**src/rtl/clave_pkg.sv**
```systemverilog
// -----------------------------------------------------------------------------
// clave_pkg
// Shared definitions for the clave sequencer: FSM state encoding, count width,
// number of clave hits per measure and the hit position table.
//
// Build option: define CLAVE_RUMBA_EN to move the third hit from sixteenth 6
// (son clave, 2475) to sixteenth 7 (rumba clave, 2887). All other positions are
// common to both builds.
// -----------------------------------------------------------------------------
package clave_pkg;

  localparam int COUNT_W  = 13;
  localparam int NUM_HITS = 5;

  typedef enum logic [2:0] {
    S_IDLE  = 3'd0,
    S_RUN   = 3'd1,
    S_PAUSE = 3'd2,
    S_WRAP  = 3'd3,
    S_DONE  = 3'd4
  } state_t;

`ifdef CLAVE_RUMBA_EN
  localparam logic [COUNT_W-1:0] CLAVE_POS_2 = 13'd2887;
`else
  localparam logic [COUNT_W-1:0] CLAVE_POS_2 = 13'd2475;
`endif

  localparam logic [COUNT_W-1:0] CLAVE_POS [NUM_HITS] = '{
    13'd0, 13'd1237, CLAVE_POS_2, 13'd4125, 13'd4950
  };

  // Position lookup that tolerates an exhausted hit pointer (k == NUM_HITS).
  function automatic logic [COUNT_W-1:0] clave_pos(input logic [2:0] k);
    logic [COUNT_W-1:0] pos;
    pos = '0;
    case (k)
      3'd0:    pos = CLAVE_POS[0];
      3'd1:    pos = CLAVE_POS[1];
      3'd2:    pos = CLAVE_POS[2];
      3'd3:    pos = CLAVE_POS[3];
      3'd4:    pos = CLAVE_POS[4];
      default: pos = '0;
    endcase
    return pos;
  endfunction

endpackage

```
**src/rtl/tick_divider.sv**
```systemverilog
// -----------------------------------------------------------------------------
// tick_divider
// Counts 0..TICK_DIV-1 while `run` is high and pulses `tick` combinationally on
// the cycle the count sits at TICK_DIV-1; the count then wraps to 0. When `run`
// is low the count is held, so a paused sequence resumes mid-period.
//
// Ports:
//   clk   in  1  system clock
//   reset in  1  synchronous, active-high
//   clear in  1  forces the count back to 0 (takes priority over run)
//   run   in  1  advance the count
//   tick  out 1  high while run is high and the count is TICK_DIV-1
// Parameter: TICK_DIV (1..65535) clock cycles per tick.
// -----------------------------------------------------------------------------
module tick_divider #(
  parameter int TICK_DIV = 2500
) (
  input  logic clk,
  input  logic reset,
  input  logic clear,
  input  logic run,
  output logic tick
);

  localparam int DIV_W = (TICK_DIV > 1) ? $clog2(TICK_DIV) : 1;
  localparam logic [DIV_W-1:0] LAST = DIV_W'(TICK_DIV - 1);

  logic [DIV_W-1:0] div_cnt;
  logic             at_last;

  assign at_last = (div_cnt == LAST);
  assign tick    = run && at_last;

  always_ff @(posedge clk) begin
    if (reset || clear) begin
      div_cnt <= '0;
    end else if (run) begin
      div_cnt <= at_last ? '0 : div_cnt + 1'b1;
    end
  end

endmodule

```
**src/rtl/clave_sequencer.sv**
```systemverilog
// -----------------------------------------------------------------------------
// clave_sequencer
// Drives the 13-bit measure counter (en/go), watches its count and emits one
// strobe per clave hit, stopping after NUM_MEASURES measures.
//
// Ports:
//   clk       in  1   system clock
//   reset     in  1   synchronous, active-high
//   start     in  1   level, acted on in IDLE/DONE only
//   pause     in  1   level, freezes the sequence while high in RUN
//   count_in  in  13  count returned by the measure counter
//   en_out    out 1   counter enable (divider tick while running)
//   go_out    out 1   counter restart (held in IDLE, WRAP, DONE)
//   beat      out 1   one-cycle strobe per clave hit
//   beat_idx  out 3   hit index 0..4, held until the next beat
//   measure   out 4   current measure, 0-based
//   busy      out 1   high in RUN, PAUSE, WRAP
//   done      out 1   high in DONE
// Parameters: TICK_DIV, MAXCOUNT, NUM_MEASURES.
// Build option: CLAVE_RUMBA_EN selects the rumba hit table (see clave_pkg).
// -----------------------------------------------------------------------------
module clave_sequencer
  import clave_pkg::*;
#(
  parameter int TICK_DIV     = 2500,
  parameter int MAXCOUNT     = 6600,
  parameter int NUM_MEASURES = 8
) (
  input  logic               clk,
  input  logic               reset,
  input  logic               start,
  input  logic               pause,
  input  logic [COUNT_W-1:0] count_in,
  output logic               en_out,
  output logic               go_out,
  output logic               beat,
  output logic [2:0]         beat_idx,
  output logic [3:0]         measure,
  output logic               busy,
  output logic               done
);

  localparam logic [COUNT_W-1:0] MAX_C  = COUNT_W'(MAXCOUNT);
  localparam logic [3:0]         LAST_M = 4'(NUM_MEASURES - 1);
  localparam logic [2:0]         HITS_C = 3'(NUM_HITS);

  state_t     state, state_nxt;
  logic [2:0] k;
  logic       run, div_clear, at_end, hit_now;

  assign run       = (state == S_RUN);
  // Divider sits at 0 whenever the counter is being restarted, so each
  // measure and each run begins a full divider period.
  assign div_clear = (state == S_IDLE) || (state == S_DONE) || (state == S_WRAP);
  assign at_end    = (count_in == MAX_C);
  // At the terminal count the measure ends; any hit still pending is dropped.
  assign hit_now   = run && !at_end && (k < HITS_C) && (count_in >= clave_pos(k));

  tick_divider #(
    .TICK_DIV (TICK_DIV)
  ) u_div (
    .clk   (clk),
    .reset (reset),
    .clear (div_clear),
    .run   (run),
    .tick  (en_out)
  );

  always_comb begin
    state_nxt = state;
    go_out    = 1'b0;
    busy      = 1'b0;
    done      = 1'b0;
    case (state)
      S_IDLE: begin
        go_out = 1'b1;
        if (start) state_nxt = S_RUN;
      end
      S_RUN: begin
        busy = 1'b1;
        if (at_end)     state_nxt = (measure < LAST_M) ? S_WRAP : S_DONE;
        else if (pause) state_nxt = S_PAUSE;
      end
      S_PAUSE: begin
        busy = 1'b1;
        if (!pause) state_nxt = S_RUN;
      end
      S_WRAP: begin
        go_out    = 1'b1;
        busy      = 1'b1;
        state_nxt = S_RUN;
      end
      S_DONE: begin
        go_out = 1'b1;
        done   = 1'b1;
        if (start) state_nxt = S_RUN;
      end
      default: begin
        go_out    = 1'b1;
        state_nxt = S_IDLE;
      end
    endcase
  end

  always_ff @(posedge clk) begin
    if (reset) begin
      state    <= S_IDLE;
      k        <= '0;
      measure  <= '0;
      beat     <= 1'b0;
      beat_idx <= '0;
    end else begin
      state <= state_nxt;
      beat  <= hit_now;
      if (hit_now) begin
        beat_idx <= k;
        k        <= k + 3'd1;
      end
      if ((state == S_IDLE || state == S_DONE) && start) begin
        measure <= '0;
        k       <= '0;
      end
      if (state == S_WRAP) begin
        measure <= measure + 4'd1;
        k       <= '0;
      end
    end
  end

endmodule

```
**config.mk**
```make
export PLATFORM = sky130hd
export DESIGN_NAME = clave_sequencer
export DESIGN_NICKNAME = d
export VERILOG_FILES = /design/src/rtl/clave_pkg.sv /design/src/rtl/tick_divider.sv /design/src/rtl/clave_sequencer.sv
export SDC_FILE = /design/constraint.sdc
export NUM_CORES = 1
export LEC_CHECK = 0
export ABC_AREA = 1
export CAP_MARGIN = 40
export CORE_MARGIN = 2
export CORE_UTILIZATION = 54
export CTS_CLUSTER_DIAMETER = 50
export DETAILED_ROUTE_END_ITERATION = 7
export PLACE_DENSITY = 0.81
export SLEW_MARGIN = 25
export SYNTH_ARGS = -nofsm -noshare
export SYNTH_HDL_FRONTEND = slang
export SYNTH_SLANG_ARGS = --single-unit
```
**constraint.sdc**
```tcl
create_clock -name clk -period 4.1 [get_ports clk]
set_clock_uncertainty 0.15 [all_clocks]
set_input_delay 0.41 -clock clk [delete_from_list [all_inputs] [get_ports clk]]
set_output_delay 0.41 -clock clk [all_outputs]
set_load 0.05 [all_outputs]
```
==> results of run 1 <==
## cells by family after synthesis
logic type	after synthesis	synth area share, %
multiplexers	1	0.5642
AND/OR/NAND/NOR	134	34.70
buffers and inverters	42	8.885
XOR/XNOR	6	2.962
adder cells (fa/ha/maj)	20	14.10
flip-flops	26	29.34
AO/OA/AOI/OAI	32	9.450
## state kept, by name, indices dropped and copies added, names as in the netlist
name and count:
beat 1, u_div.div_cnt 12, state 3, measure 4, k 3, beat_idx 3
## worst reg2reg max path, stage by stage (launching register included)
cell and delay [ps]:
dfxtp_1 400, inv_1 110, ha_1 200, nand2_1 80
inv_1 70, nor3_1 250, ha_1 290, nand2_1 80
inv_1 50, nand2_1 60, nand3_1 70, nand2_1 60
nand3_1 200, nand2_2 190, nand2_1 70, a21oi_1 130
## per-stage QoR
step / instances / hold slack [ps] / util, % / setup WS, ps / instance area (um^2)
global route: 336 / 349.6 / 69.59 / 1235 / 2142
detailed placement: 332 / 304.1 / 68.41 / 1580 / 2106
global placement: 332 / 305.5 / 68.41 / 1640 / 2106
CTS: 336 / 323.2 / 69.59 / 1332 / 2142
finish: 336 / 322.1 / 69.59 / 1347 / 2142
floorplan: 261 / 297.9 / - / 1830 / 1774
## layout make-up
class,count,area (um^2)
Inverter,41,153.9
Sequential cell,26,520.5
Multi-Input combinational cell,193,1096
Clock buffer,4,36.28
Fill cell,275,935.9
Tap cell,44,55.05
Timing Repair Buffer,28,280.3
## layout by cell type, fill, tap and decap left out, types with 2 or more instances in the layout
cell	n
nand2_1	49
nor2_1	40
inv_1	37
clkdlybuf4s50_1	28
dfxtp_1	26
nand3_1	23
a21oi_1	23
ha_1	20
o21ai_0	7
nor3_1	5
inv_2	4
nor2_2	4
xor2_1	4
clkbuf_4	3
nand4_1	2
nand3_2	2
xnor2_1	2
## metal layers
metal  track usage, %  share of wire [%]  wire [um]  up-vias
met3            2.521                6.0        211        4
met2            31.61                 41       1455       39
met5                0                  0          0        -
li1                 -                  -          -      909
met4            6.522               0.93         33        0
met1            29.24                 52       1844      694
## power breakdown
| group | internal (mW) | total (mW) | switching (mW) |
|---|---|---|---|
| clock | 0.0543 | 0.127 | 0.0723 |
| sequential | 0.274 | 0.296 | 0.0228 |
| combinational | 0.158 | 0.453 | 0.295 |
## worst max path at each step
stage,depth (start not counted),slack (ps),endpoint,from
after global routing,15,1230,k[1],k[0]
final,6,1350,go_out,state[2]
after floorplan,16,1830,k[0],k[0]
after CTS,6,1330,go_out,state[1]
after global placement,15,1640,beat_idx[1],k[0]
after detailed placement,16,1580,k[0],k[0]
==> results.toml, run 1 <==
[status]
status = "finished clean"

[power_and_ir_drop]
ir_drop_mv = 0.3704
total_power_uw = 875.9
leakage_nw = 0.9328
power_density_nw_per_um2 = 408.9

[yosys]
synthDistinctLibCells = 28
synthFlopType = "dfxtp_1"
synth_top_area_cell = "dfxtp_1"
yosysWarnings = 0
async_flop_share_pct = 0
synth_fp_nets = 298
synthTopCellsByCount = "49 x nand2_1, 40 x nor2_1, 37 x inv_1"
synth.avg_cell_area_um2 = 6.798
synth.most_common_cell = "nand2_1"
yosysSeqAreaShare_pct = 29.34
ys_ff_latch = 26
synth_top_cell_area_share_pct = 29.34
synthesis.area_um2 = 1774
yosys-top-cells-area = "dfxtp_1 29%, ha_1 14%, nand2_1 10%, nor2_1 8.5%, inv_1 7.8%"
synth_edf_count = 0
syn-instance-count = 261

[hold_path]
hp-start = "beat_idx[2]"
hold_path_end = "beat_idx[2]"
min_path_cells = 2
hp-class = "flop to flop"

[place]
dp_hpwl_um = 2887
numPortBuffers = 28
routabilityCongestion = 0.7745

[clocking]
cts.repair.resized = 0
path_clk_slew_ps = 130
clk_latency_ps = 320
clock-root-buffer = "clkbuf_4"
cts_setup_buffers = 0
clk_path_buf_depth = 2
ctsHoldBuffers = 0
htree_levels = 1
cts.sinks = 26
cts_tree = "built"
cts_buffers = 3

[finish]
antennaDiodeCount = 0
nets = 330
drive_above_1_share_pct = 6.849
area_growth_pct = 20.73

[run]
maxCapViolCount = 0

[sta]
post-route-min-period_ps = 2753
relSlewSlack_pct = 66.73
tightest_slew_ps = 497.6
setup_viol_count_final = 0
slew_violations = 0
fmax_mhz = 363.2
rsz0062_at_grt = "false"
fin_crit_sh_pct = 67.15
setup_tns_ps = 0
final_hold_viol_count = 0

[grt]
antenna_found_initial = 0
grt_pass1_wl_um = 5678
track_usage_pct = 20.31
grt_start_max_net_pins = 15
overflow = 0
grt_pass1_vias = 1362

[worst_setup_path]
reg2reg_setup_slack_ps = 1570
slowest_delay_ps = 790
r2r-end = "beat_idx[0]"
path_cells = "inv_2, nand3_4, inv_2, or2_2, inv_1, clkdlybuf4s50_1"
critPathRequiredTime_ps = 3540
critPathSlowestCell = "clkdlybuf4s50_1"
critPathTopFamily = "buffers and inverters"
ff2ff_path_depth = 15
arrival_ps = 2190
cpMostUsedCell = "inv_2"
crit_type = "flop to primary output"
end_kind = "primary output"
cp_num_buf_inv = 4
path_max_fanout = 7
r2r_start = "k[0]"
startpoint_type = "flop"

[floorplanning]
die_y_um = 61.32
core_um2 = 3078
die_area_um2 = 3760
fp.dieW_um = 61.32
rows = 20
boundaryPins = 29
start_util_pct = 57.64

[detailed_routing]
wirelength_um = 3545
drt_pass1_iterations = 4
routed_via_density = 4.899
wl_per_cell_um = 10.55
route.detailed.drc = 0
vias = 1646
drtIter0Drc = 94
antenna_left = 0
No activity file was read; power rests on OpenSTA's default activity.
==> inputs of run 2 (changes only) <==
--- a/config.mk
+++ b/config.mk
@@ -8,10 +8,10 @@
 export ABC_AREA = 1
 export CAP_MARGIN = 40
 export CORE_MARGIN = 2
-export CORE_UTILIZATION = 54
+export CORE_UTILIZATION = 53
 export CTS_CLUSTER_DIAMETER = 50
 export DETAILED_ROUTE_END_ITERATION = 7
-export PLACE_DENSITY = 0.81
+export PLACE_DENSITY = 0.79
 export SLEW_MARGIN = 25
 export SYNTH_ARGS = -nofsm -noshare
 export SYNTH_HDL_FRONTEND = slang
==> constraint.sdc (replaced) <==
create_clock -name clk -period 2.8 [get_ports clk]
set_clock_uncertainty 0.15 [all_clocks]
set_input_delay 0.28 -clock clk [delete_from_list [all_inputs] [get_ports clk]]
set_output_delay 0.28 -clock clk [all_outputs]
set_load 0.05 [all_outputs]
==> results.toml, run 2 (synthesis gave the netlist of run 1 again) <==
[floorplanning]
start_util_pct = 54.02
core_um2 = 3284
die_area_um2 = 3827
rows = 21
fp.dieW_um = 61.86
boundaryPins = 29
die_y_um = 61.86

[detailed_routing]
wirelength_um = 3675
antenna_left = 0
drtIter0Drc = 96
wl_per_cell_um = 10.87
drt_pass1_iterations = 4
routed_via_density = 5.021
vias = 1697
route.detailed.drc = 0

[sta]
fmax_mhz = 377.5
slew_violations = 0
setup_tns_ps = 0
rsz0062_at_grt = "false"
post-route-min-period_ps = 2649
tightest_slew_ps = 499.1
final_hold_viol_count = 0
fin_crit_sh_pct = 94.60
setup_viol_count_final = 0
relSlewSlack_pct = 66.62

[worst_setup_path]
slowest_delay_ps = 860
path_max_fanout = 7
crit_type = "flop to primary output"
startpoint_type = "flop"
path_cells = "inv_1, nand3_4, nor4_2, clkdlybuf4s50_1"
cp_num_buf_inv = 2
end_kind = "primary output"
arrival_ps = 2220
critPathRequiredTime_ps = 2370
critPathSlowestCell = "clkdlybuf4s50_1"
critPathTopFamily = "buffers and inverters"

[grt]
grt_pass1_wl_um = 5782
grt_start_max_net_pins = 15
grt_pass1_vias = 1361
overflow = 0
antenna_found_initial = 0
track_usage_pct = 20.13

[status]
status = "finished clean"

[place]
numPortBuffers = 28
routabilityCongestion = 0.8686
dp_hpwl_um = 2936
dpl_cell_area_um2 = 2108

[clocking]
clk_path_buf_depth = 2
cts_buffers = 3
htree_levels = 1
clk_latency_ps = 320
cts_setup_buffers = 0
cts.sinks = 26
cts_tree = "built"
clock-root-buffer = "clkbuf_4"
ctsHoldBuffers = 0
path_clk_slew_ps = 140

[hold_path]
hp-class = "flop to flop"

[finish]
drive_above_1_share_pct = 7.192
top_register = "u_div.div_cnt"
post-route-util_pct = 65.45
area_growth_pct = 21.16
final_cell_area_um2 = 2150
largestRegisters = "u_div.div_cnt: 12 flops, measure: 4 flops"
nets = 330
final_common_cell = "nand2_1"
antennaDiodeCount = 0
final_cell_mix = "49 x nand2_1, 40 x nor2_1, 37 x inv_1"
largest_register_ffs = 12

[power_and_ir_drop]
power_density_nw_per_um2 = 602.7
total_power_mw = 1.296
leakage_nw = 0.9341
ir_drop_mv = 0.3196

[run]
maxCapViolCount = 0
[run 2: cell counts in the layout (fill, tap and decap cells not counted)]
No cell type changed its count.
[run 2: final timing paths]
| path | startpoint | to | slack (ps) | cells past startpoint |
|---|---|---|---|---|
| hold reg to reg | beat_idx[0] | beat_idx[0] | 330 | 2 |
| setup reg to reg | k[0] | beat_idx[1] | 230 | 15 |
| hold / removal | beat_idx[0] | beat_idx[0] | 330 | 2 |
| setup / recovery | state[1] | en_out | 150 | 4 |
[run 2: routing by layer]
layer / vias to the layer above / GRT usage, % / part of all wire (%) / routed length (um)
li1: 904 / - / - / -
met3: 5 / 4.348 / 4.4 / 163
met2: 37 / 32.18 / 44 / 1623
met1: 751 / 27.87 / 51 / 1860
met5: - / 0 / 0 / 0
met4: 0 / 4.559 / 0.76 / 28
[run 2: area by class of cell]
type / count / area, um^2
Fill cell: 288 / 1135
Multi-Input combinational cell: 193 / 1101
Sequential cell: 26 / 520.5
Timing Repair Buffer: 28 / 280.3
Inverter: 41 / 153.9
Tap cell: 46 / 57.56
Clock buffer: 4 / 36.28
[run 2: per-stage QoR]
stage | cells | setup slack, ps | hold WS (ps)
final | 338 | 151.3 | 331.9
after global routing | 338 | 9.112 | 339.1
after CTS | 338 | 131.8 | 330.7
after detailed placement | 334 | 236.0 | 306.4
after global placement | 334 | 353.7 | 307.6
after floorplan | 261 | 530.3 | 297.9
[run 2: timing repair]
| action | in CTS | in global routing |
|---|---|---|
| resized for setup | 0 | 1 |
| hold endpoints to repair | 0 | 0 |
| setup endpoints to repair | 0 | 5 |
[run 2: worst reg2reg max path: stages, from the launching register on]
cell,delay (ps)
dfxtp_1,400
inv_1,110
ha_1,200
nand2_1,80
inv_1,80
a21oi_1,220
ha_1,290
nand2_1,90
nor2_1,50
nand2_1,90
nor2_1,50
nor2_1,80
nand3_1,210
nand2_2,190
nand2_1,70
a21oi_1,130
[run 2: power by group]
| part | switching (mW) | internal [mW] |
|---|---|---|
| clock network | 0.113 | 0.0796 |
| logic | 0.435 | 0.233 |
| registers | 0.0348 | 0.401 |
